--- config.mk ---
export PLATFORM = sky130hd
export DESIGN_NAME = vga_sync
export DESIGN_NICKNAME = d
export VERILOG_FILES = /design/src/rtl/vga_sync_pkg.sv /design/src/rtl/mod_n_counter.sv /design/src/rtl/vga_sync.sv
export SDC_FILE = /design/constraint.sdc
export NUM_CORES = 1
export LEC_CHECK = 0
export BUFFER_PORTS_ARGS = -buffer_cell sky130_fd_sc_hd__buf_2
export CAP_MARGIN = 20
export CORE_MARGIN = 8
export CORE_UTILIZATION = 57
export DETAILED_ROUTE_END_ITERATION = 16
export PLACE_DENSITY = 0.95
export SLEW_MARGIN = 20
export SYNTH_ARGS = -nofsm -noshare
export SYNTH_HDL_FRONTEND = slang
export SYNTH_SLANG_ARGS = --single-unit
--- constraint.sdc ---
create_clock -name clk -period 6.3 [get_ports clk]
set_clock_uncertainty 0.05 [all_clocks]
set_input_delay 0.315 -clock clk [delete_from_list [all_inputs] [get_ports clk]]
set_output_delay 0.315 -clock clk [all_outputs]
set_load 0.005 [all_outputs]
--- src/rtl/vga_sync_pkg.sv ---
// Shared 640x480@60 timing constants for vga_sync and the graphics stages
// (MAX_X/MAX_Y), plus the modulo-counter next-value helper.
package vga_sync_pkg;

  localparam int CNT_W = 10;

  localparam int VGA_HD = 640;
  localparam int VGA_HF = 16;
  localparam int VGA_HR = 96;
  localparam int VGA_HB = 48;
  localparam int VGA_VD = 480;
  localparam int VGA_VF = 10;
  localparam int VGA_VR = 2;
  localparam int VGA_VB = 33;

  localparam int VGA_H_TOTAL = VGA_HD + VGA_HF + VGA_HR + VGA_HB;
  localparam int VGA_V_TOTAL = VGA_VD + VGA_VF + VGA_VR + VGA_VB;
  localparam int VGA_TICK_DIV = 2;

  localparam int MAX_X = VGA_HD;
  localparam int MAX_Y = VGA_VD;

  typedef struct packed {
    logic [CNT_W-1:0] x;
    logic [CNT_W-1:0] y;
  } pix_pos_t;

  // Value a mod-n counter will hold after the next edge.
  function automatic logic [CNT_W-1:0] count_next(input logic [CNT_W-1:0] q,
                                                   input logic en,
                                                   input int n);
    if (!en) return q;
    if (q == CNT_W'(n - 1)) return '0;
    return q + CNT_W'(1);
  endfunction

endpackage

--- src/rtl/mod_n_counter.sv ---
// Enabled modulo-N up-counter; wrap flags the terminal count N-1.
module mod_n_counter #(
  parameter int N = 800,
  parameter int W = 10
) (
  input  logic         clk,
  input  logic         reset_n,
  input  logic         en,
  output logic [W-1:0] q,
  output logic         wrap
);

  logic [W-1:0] q_q;
  logic [W-1:0] q_d;

  assign wrap = (q_q == W'(N - 1));
  assign q    = q_q;

  always_comb begin
    q_d = q_q;
    if (en) begin
      q_d = wrap ? '0 : q_q + W'(1);
    end
  end

  always_ff @(posedge clk) begin
    if (!reset_n) begin
      q_q <= '0;
    end else begin
      q_q <= q_d;
    end
  end

endmodule

--- src/rtl/vga_sync.sv ---
// VGA scan timing generator: pixel-tick divider, h/v scan counters, registered syncs.
// Optional frame_tick output is built only when VGA_SYNC_FRAME_TICK_EN is defined.
module vga_sync
  import vga_sync_pkg::*;
#(
  parameter int TICK_DIV = VGA_TICK_DIV,
  parameter int HD       = VGA_HD,
  parameter int HF       = VGA_HF,
  parameter int HR       = VGA_HR,
  parameter int HB       = VGA_HB,
  parameter int VD       = VGA_VD,
  parameter int VF       = VGA_VF,
  parameter int VR       = VGA_VR,
  parameter int VB       = VGA_VB
) (
  input  logic             clk,
  input  logic             reset_n,
  output logic             hsync,
  output logic             vsync,
  output logic             video_on,
  output logic             p_tick,
  output logic [CNT_W-1:0] pix_x,
  output logic [CNT_W-1:0] pix_y
`ifdef VGA_SYNC_FRAME_TICK_EN
  ,
  output logic             frame_tick
`endif
);

  localparam int H_TOTAL = HD + HF + HR + HB;
  localparam int V_TOTAL = VD + VF + VR + VB;
  localparam int TICK_W  = (TICK_DIV > 1) ? $clog2(TICK_DIV) : 1;

  localparam logic [CNT_W-1:0] HS_START = CNT_W'(HD + HF);
  localparam logic [CNT_W-1:0] HS_END   = CNT_W'(HD + HF + HR - 1);
  localparam logic [CNT_W-1:0] VS_START = CNT_W'(VD + VF);
  localparam logic [CNT_W-1:0] VS_END   = CNT_W'(VD + VF + VR - 1);

  logic [TICK_W-1:0] tick_cnt_q;
  logic [TICK_W-1:0] tick_cnt_d;
  logic              hsync_q;
  logic              hsync_d;
  logic              vsync_q;
  logic              vsync_d;
  logic              h_wrap;
  logic              v_wrap;
  logic              v_en;
  pix_pos_t          pos_next;

  assign p_tick = (tick_cnt_q == TICK_W'(TICK_DIV - 1));
  assign v_en   = p_tick & h_wrap;

  mod_n_counter #(
    .N(H_TOTAL),
    .W(CNT_W)
  ) h_cnt (
    .clk    (clk),
    .reset_n(reset_n),
    .en     (p_tick),
    .q      (pix_x),
    .wrap   (h_wrap)
  );

  mod_n_counter #(
    .N(V_TOTAL),
    .W(CNT_W)
  ) v_cnt (
    .clk    (clk),
    .reset_n(reset_n),
    .en     (v_en),
    .q      (pix_y),
    .wrap   (v_wrap)
  );

  // Syncs are decoded from the counters' next values so they land on the
  // same edge as the count they belong to.
  always_comb begin
    tick_cnt_d = p_tick ? '0 : tick_cnt_q + TICK_W'(1);
    pos_next.x = count_next(pix_x, p_tick, H_TOTAL);
    pos_next.y = count_next(pix_y, v_en, V_TOTAL);
    hsync_d    = !((pos_next.x >= HS_START) && (pos_next.x <= HS_END));
    vsync_d    = !((pos_next.y >= VS_START) && (pos_next.y <= VS_END));
  end

  always_ff @(posedge clk) begin
    if (!reset_n) begin
      tick_cnt_q <= '0;
      hsync_q    <= 1'b1;
      vsync_q    <= 1'b1;
    end else begin
      tick_cnt_q <= tick_cnt_d;
      hsync_q    <= hsync_d;
      vsync_q    <= vsync_d;
    end
  end

  assign hsync    = hsync_q;
  assign vsync    = vsync_q;
  assign video_on = (pix_x < CNT_W'(HD)) && (pix_y < CNT_W'(VD));

`ifdef VGA_SYNC_FRAME_TICK_EN
  // Fires on the edge that leaves the last visible line.
  assign frame_tick = p_tick && h_wrap && (pix_y == CNT_W'(VD - 1));
`endif

  logic unused_ok;
  assign unused_ok = v_wrap;

endmodule

== Yosys cells after proc, flatten, opt, wreduce, memory -nomap -nowiden ==
Cells that the tools add are included.
Word-level totals
  bits in registers: 23
  input port bits: 2
Operators by class
  add/sub/neg operators: 3
  $lt $le $gt $ge: 6
  equal/unequal tests: 2
  multiplexer cells: 14
  bitwise logic cells: 2
  reductions and logical operators: 6
Operators by type and width (count)
  two-way mux 10 bit: 10
  adder 10 x 1 -> 10 bit (second input constant): 2
  == test 10 bit (second input constant): 2
  greater-or-equal comparator 10 bit (second input constant): 1
  greater-or-equal comparator 10 x 9 -> 1 bit (second input constant): 1
  <= comparator 10 bit (second input constant): 1
  <= comparator 10 x 9 -> 1 bit (second input constant): 1
  less-than comparator 10 bit (second input constant): 1
  less-than comparator 10 x 9 -> 1 bit (second input constant): 1
  two-way mux 1 bit: 4
  logical AND 1 bit: 3
  logical NOT 1 bit: 2
  OR reduction 2 bit: 1
  adder 1 bit (second input constant): 1
  bitwise AND 1 bit: 1
  NOT 1 bit: 1

== Longest topological paths before layout ==
Gate-level depths: netlist (run 1).
  word-level depth: 9
  mapped depth: 8
  gate-level depth less buffers: 8

== Modules after synthesis ==
Synthesis (run 1) repeated with hierarchy kept, for this count alone.
Unflattened totals
  cells, all modules: 159
  area total of the unflattened synthesis: 1373.8 um^2
Modules (own cells, without submodules)
  mod_n_counter at v_cnt: times used 1, cells each 57, area an instance 513.0 um^2
  mod_n_counter at h_cnt: times used 1, cells each 52, area an instance 471.7 um^2
  vga_sync: times used 1, cells each 50, area an instance 389.1 um^2

== Least setup slack after synthesis (run 1) ==
No wires, ideal clock.
  path type: register to register
  from: register h_cnt.q_q[0], in the netlist h_cnt.q[0]
  to: register vsync_q, in the netlist vsync
  setup time: 134 ps
  arrival time: 2402 ps
  required time: 6116 ps
  setup slack: 3713 ps
  cell stages (with the launch flop): 9
  period minus slack after synthesis: 2587 ps
  cells stage by stage: dfxtp_1 ha_1 nand3_1 or4_4 buf_6 or3_1 nand3_1 nand4_1 or4b_1
Between the ends
  longest elaborated chain between the ends: 6
RTL lines
  start, declared: line mod_n_counter.sv:13  | logic [W-1:0] q_q;
  start signal, assigned: line mod_n_counter.sv:30  | q_q <= q_d;
  == test 10 bit (*): line mod_n_counter.sv:16  | assign wrap = (q_q == W'(N - 1));
  bitwise AND 1 bit (*): line vga_sync.sv:51  | assign v_en = p_tick & h_wrap;
  two-way mux 10 bit (*): line vga_sync_pkg.sv:33  | if (q == CNT_W'(n - 1)) return '0;
  greater-or-equal comparator 10 x 9 -> 1 bit / <= comparator 10 x 9 -> 1 bit (equally long branches): line vga_sync.sv:82  | vsync_d = !((pos_next.y >= VS_START) && (pos_next.y <= VS_END));
  logical AND 1 bit (*): line vga_sync.sv:82
  logical NOT 1 bit (*): line vga_sync.sv:82
  end signal, assigned: line vga_sync.sv:93  | vsync_q <= vsync_d;
  end, declared: line vga_sync.sv:43  | logic vsync_q;
Every way passes the cells marked *; elsewhere a longest branch is shown, timed or not.
A chain may end at the register's enable or synchronous reset.

== Worst setup path in the final report (run 1) ==
Same ends and word-level chain as after synthesis.

==> results of run 1 <==
-- critical path: cells and delay by family (launching register included) --
| family | cells | cell delay [ns] |
|---|---|---|
| AND/OR/NAND/NOR | 6 | 1.92 |
| flip-flops | 1 | 0.42 |
| adder cells (fa/ha/maj) | 1 | 0.23 |
-- placed cells by master (no fill, tap or decap), types with 2 or more instances in the layout --
cell      count
xor2_1        5
mux2i_1       2
clkbuf_4      3
buf_2        25
xnor2_1      10
a21oi_1       5
o21ai_0       6
and2_1        6
inv_1         3
nand4_1       7
and3_1        3
nor2b_1       7
ha_1          3
nand3_1       7
nor2_1       13
nand2b_1      2
dfxtp_1      23
nand2_1      15
-- synthesized netlist by cell type (2+ instances only) --
master / count / area share, %
dfxtp_1: 23 / 37
xnor2_1: 10 / 7.1
buf_6: 2 / 1.8
xor2_1: 5 / 3.5
nand4_1: 7 / 3.5
and2_1: 6 / 3.0
nand3_1: 7 / 2.8
and3_1: 3 / 1.5
nand2_1: 15 / 4.5
clkbuf_1: 3 / 0.91
o21ai_0: 6 / 2.4
mux2i_1: 2 / 1.6
nor2b_1: 7 / 3.5
nor2_1: 13 / 3.9
a21oi_1: 5 / 2.0
ha_1: 3 / 3.0
inv_1: 3 / 0.91
nand2b_1: 2 / 1.0
-- sequential cells by signal (all words and copies together) (netlist names) --
name	flops
vsync	1
h_cnt.q	10
p_tick	1
v_cnt.q	10
hsync	1
-- stage by stage --
stage	std cells	cell area, µm²
2_1_floorplan	144	1240
3_3_place_gp	191	1361
3_5_place_dp	191	1361
4_1_cts	195	1389
5_1_grt	195	1389
6_report	195	1389
-- report_power, final --
| part | switching [µW] | internal (µW) |
|---|---|---|
| Clock | 47.2 | 23.8 |
| Sequential | 2.02 | 147 |
| Combinational | 3.80 | 3.20 |
-- cell type report --
class                      count  area, µm²  area share [%]
clock buffer                   3      22.52           1.622
clock inverter                 1      5.005          0.3604
inverter                       3      11.26          0.8108
multi-input combinational    112      729.5           52.52
sequential                    23      460.4           33.15
tap                           28      35.03           2.523
timing repair buffer          25      125.1           9.009
-- path summary, 6_finish.rpt --
path / start / end / slack (ns) / cells past startpoint
worst max-delay path: h_cnt.q[0] / vsync / 3.57 / 7
worst min-delay path: reset_n / h_cnt.q[0] / 0.29 / 2
worst max register to register: h_cnt.q[0] / vsync / 3.57 / 7
worst min register to register: h_cnt.q[0] / h_cnt.q[0] / 0.51 / 2
-- kinds of logic after synthesis --
kind of cell | after synthesis | share of synthesized area, %
mux | 2 | 1.615
xor+xnor | 15 | 10.59
fa+ha+maj | 3 | 3.028
compound gates | 17 | 8.275
flops | 23 | 37.13
buf+inv | 9 | 4.036
simple gates | 75 | 35.32
-- routing by layer --
metal	up-vias	track usage [%]
met5	-	0
li1	548	-
met3	14	4.659
met2	45	25.49
met1	518	17.08
met4	0	10.83
==> results_dict.tcl, run 1 <==
set metrics [dict create \
    relSlewSlack_pct 49.53 \
    hpwlAfterDp_um 2294 \
    cp_slowest_cell "or4_4" \
    ys_ff_latch 23 \
    slew_viol_final 0 \
    clk_latency_ns 0.32 \
    status "completed" \
    yosys.cell_types.count 40 \
    routed_wl_um 3009 \
    place_ws_ns 3.606 \
    syn_inst 144 \
    drc 0 \
    core_area_mm2 0.002127 \
    grt_start_max_net_pins 14 \
    period_share_pct 43.32 \
    path_cells "ha_1 -> nand3_1 -> or4_4 -> or3_1 -> nand3_1 -> nand4_1 -> or4b_1" \
    cts_sinks 23 \
    path_common_cell "nand3_1" \
    clock.fmax_mhz 366.4 \
    yosys_warnings 0 \
    path_class "register to register" \
    syn_nets 149 \
    worst_path_largest_cell_delay_ns 0.64 \
    finalNetCount 173 \
    m1WireLength_um 1195 \
    synthArstFlopShare_pct 0 \
    wl_met2_um 1492 \
    p_leak_uw 0.0005649 \
    holdWs_ns 0.2885 \
    die_x_um 62.64 \
    min_path_type "input pin to register" \
    postCtsSetupRepairBufs 0 \
    final.min_clock_period_ns 2.729 \
    critPathMaxFanout 9 \
    num_rows 17 \
    nFillCells 192 \
    antenna_found_initial 0 \
    htreeDepth 1 \
    holdBufCountCts 0 \
    critical_path_required_ns 6.45 \
    drive_gt1_share_pct 21.56 \
    grt_remaining_overflow 0 \
    utilization_pct 65.29 \
    drt_iter0_drc 48 \
    critPathCaptureType "register" \
    synth.yosys.seq_area_share_pct 37.13 \
    tritoncts "done" \
    synth_edf_count 0 \
    num_vias 1125 \
    grt_pass1_vias 1169 \
    worstSetupStartpointType "register" \
    gp_congestion 0.9812 \
    fin_ws_ns 3.571 \
    start_util_pct 58.29 \
    die_y_um 62.64 \
    drv_cap 0 \
    finalSetupViolations 0 \
    firstDrtPassIters 4 \
    grt_pass1_wl_um 5181 \
    post_cts_resized 0 \
    netlist_area_mm2 0.001240 \
    grt_use_total_pct 15.66 \
    avgViaCountPerCell 5.769 \
    tightestPinTransition_ns 0.7491 \
    wl_met3_um 208 \
    io_pins 26 \
    path_clk_slew_ns 0.14 \
    syn_to_final_growth_pct 12.01 \
    cp.arrival_ns 2.88 \
    root_buffer "clkbuf_4" \
    power.total_uw 226.8 \
    syn_area_per_cell_um2 8.611 \
    hold_viol 0 \
    antenna_left 0 \
    cts_buffer_depth 2 \
    antenna_cells 0 \
    wire_per_inst_um 15.43 \
    numCtsBuffers 3 \
    ys.flop_type "dfxtp_1" \
    dieArea_mm2 0.003924 \
    ir_worst_vdd_mv 0.1649 \
    tns_ns 0 \
    portBuffers 25 \
    routed.top_layer "met4" \
    powerDensity_mw_per_mm2 163.3 \
    rsz0062_at_grt "false" \
]
No activity file was read; power rests on OpenSTA's default activity.
==> run 2, diff against run 1 <==
- CORE_UTILIZATION: 57 -> 48
- PLACE_DENSITY: 0.95 -> 0.86
- clock period: 6.3 -> 2.5 ns (I/O delays scaled with it)
==> results_dict.tcl, run 2 (same netlist as run 1, synthesis figures left out) <==
set metrics [dict create \
    cp_slowest_cell "or4_4" \
    clk_latency_ns 0.31 \
    wire_per_inst_um 14.34 \
    tightestPinTransition_ns 0.3703 \
    firstDrtPassIters 4 \
    root_buffer "clkbuf_4" \
    relSlewSlack_pct 75.11 \
    antenna_found_initial 0 \
    grt_remaining_overflow 0 \
    drt_iter0_drc 88 \
    postCtsSetupRepairBufs 0 \
    seq_area_um2 462.9 \
    slew_viol_final 0 \
    reg2reg_depth 7 \
    critical_path_required_ns 2.65 \
    tns_ns 0 \
    cp.buffers_inverters 0 \
    postLayoutCellArea_mm2 0.001491 \
    finalSetupViolations 0 \
    startpoint "h_cnt.q[0]" \
    r2r_setup_slack_ns 0.05 \
    cts_buffer_depth 2 \
    routed_wl_um 2998 \
    cp_top_family "simple AND/OR/NAND/NOR gates" \
    io_pins 26 \
    critPathMaxFanout 5 \
    rsz0062_at_grt "false" \
    status "completed" \
    avgViaCountPerCell 5.545 \
    path_clk_slew_ns 0.13 \
    grt_start_max_net_pins 14 \
    grt_pass1_wl_um 4988 \
    worst_path_largest_cell_delay_ns 0.55 \
    htreeDepth 1 \
    hold_viol 0 \
    final_cells 209 \
    num_vias 1159 \
    num_rows 18 \
    critPathCaptureType "register" \
    mostFrequentLayoutCells "25 x buf_2, 21 x dfxtp_1, 15 x nand2_1, 13 x nor2_1, 12 x buf_4" \
    drc 0 \
    dieArea_mm2 0.004466 \
    cp.arrival_ns 2.60 \
    period_share_pct 98.13 \
    gp_congestion 0.9670 \
    path_class "register to register" \
    die_y_um 66.83 \
    antenna_left 0 \
    cts_sinks 23 \
    syn_to_final_growth_pct 20.28 \
    min_from "reset_n" \
    power.total_uw 569.0 \
    numCtsBuffers 3 \
    start_util_pct 50.51 \
    hold_depth 2 \
    place_ws_ns 0.03733 \
    portBuffers 25 \
    place_inst 205 \
    clock.fmax_mhz 407.6 \
    hpwlAfterDp_um 2424 \
    p_leak_uw 0.0006248 \
    tritoncts "done" \
    nFillCells 225 \
    core_area_mm2 0.002455 \
    powerDensity_mw_per_mm2 381.5 \
    dpl-instance-area_mm2 0.001464 \
    final.min_clock_period_ns 2.453 \
    grt_use_total_pct 13.93 \
    finalNetCount 185 \
    worstSetupStartpointType "register" \
    worstReg2RegEnd "vsync" \
    min_path_type "input pin to register" \
    drv_cap 0 \
    path_cells "ha_2 -> nand3_2 -> or4_4 -> or3_1 -> nand3_1 -> nand4_1 -> or4b_1" \
    fin_ws_ns 0.04687 \
    final_common_cell "buf_2" \
    multi_input_area_um2 737.0 \
    antenna_cells 0 \
    drive_gt1_share_pct 29.05 \
    timing.rr.start "h_cnt.q[0]" \
    ir_worst_vdd_mv 0.3509 \
    hold-path-endpoint "h_cnt.q[1]" \
    die_x_um 66.83 \
    grt_pass1_vias 1154 \
]
[run 2: cell types whose count changed in the layout (fill, tap and decap cells not counted), sizes merged]
cell  delta
buf     +12
[run 2: how the worst max path moves through the flow]
stage / end / depth (start not counted)
finish: vsync / 7
global route: vsync / 7
CTS: vsync / 7
detailed placement: vsync / 7
global placement: vsync / 7
floorplan: vsync / 8
[run 2: metal layers]
| metal | up-vias | part of all wire [%] | track usage, % |
|---|---|---|---|
| li1 | 575 | - | - |
| met1 | 535 | 43 | 15.69 |
| met2 | 41 | 48 | 24.01 |
| met3 | 8 | 7.1 | 3.188 |
| met4 | 0 | 1.9 | 6.667 |
| met5 | - | 0 | 0 |
[run 2: timing repair]
action,CTS,global route
endpoints found under the hold margin,0,0
hold buffers,0,0
resized for setup,0,0
endpoints found under the setup margin,0,1
[run 2: cell type report]
cell class                 count  share of cell area, %
multi-input combinational    112                  49.41
sequential                    23                  31.04
timing repair buffer          37                  14.43
tap                           30                  2.517
clock buffer                   3                  1.510
inverter                       3                 0.7550
clock inverter                 1                 0.3356
[run 2: metrics by stage]
stage                     hold WS [ns]  utilization (%)
after floorplan                 0.2107                -
after global placement          0.4367            59.63
after detailed placement        0.4448            59.63
after CTS                       0.1010            60.75
after global routing            0.1083            60.75
final                           0.1032            60.75
[run 2: where the power goes]
group / switching [µW] / internal, µW / total, µW
Combinational: 11.6 / 10.7 / 22.3
Clock: 113 / 59.8 / 173
Sequential: 3.56 / 370 / 374
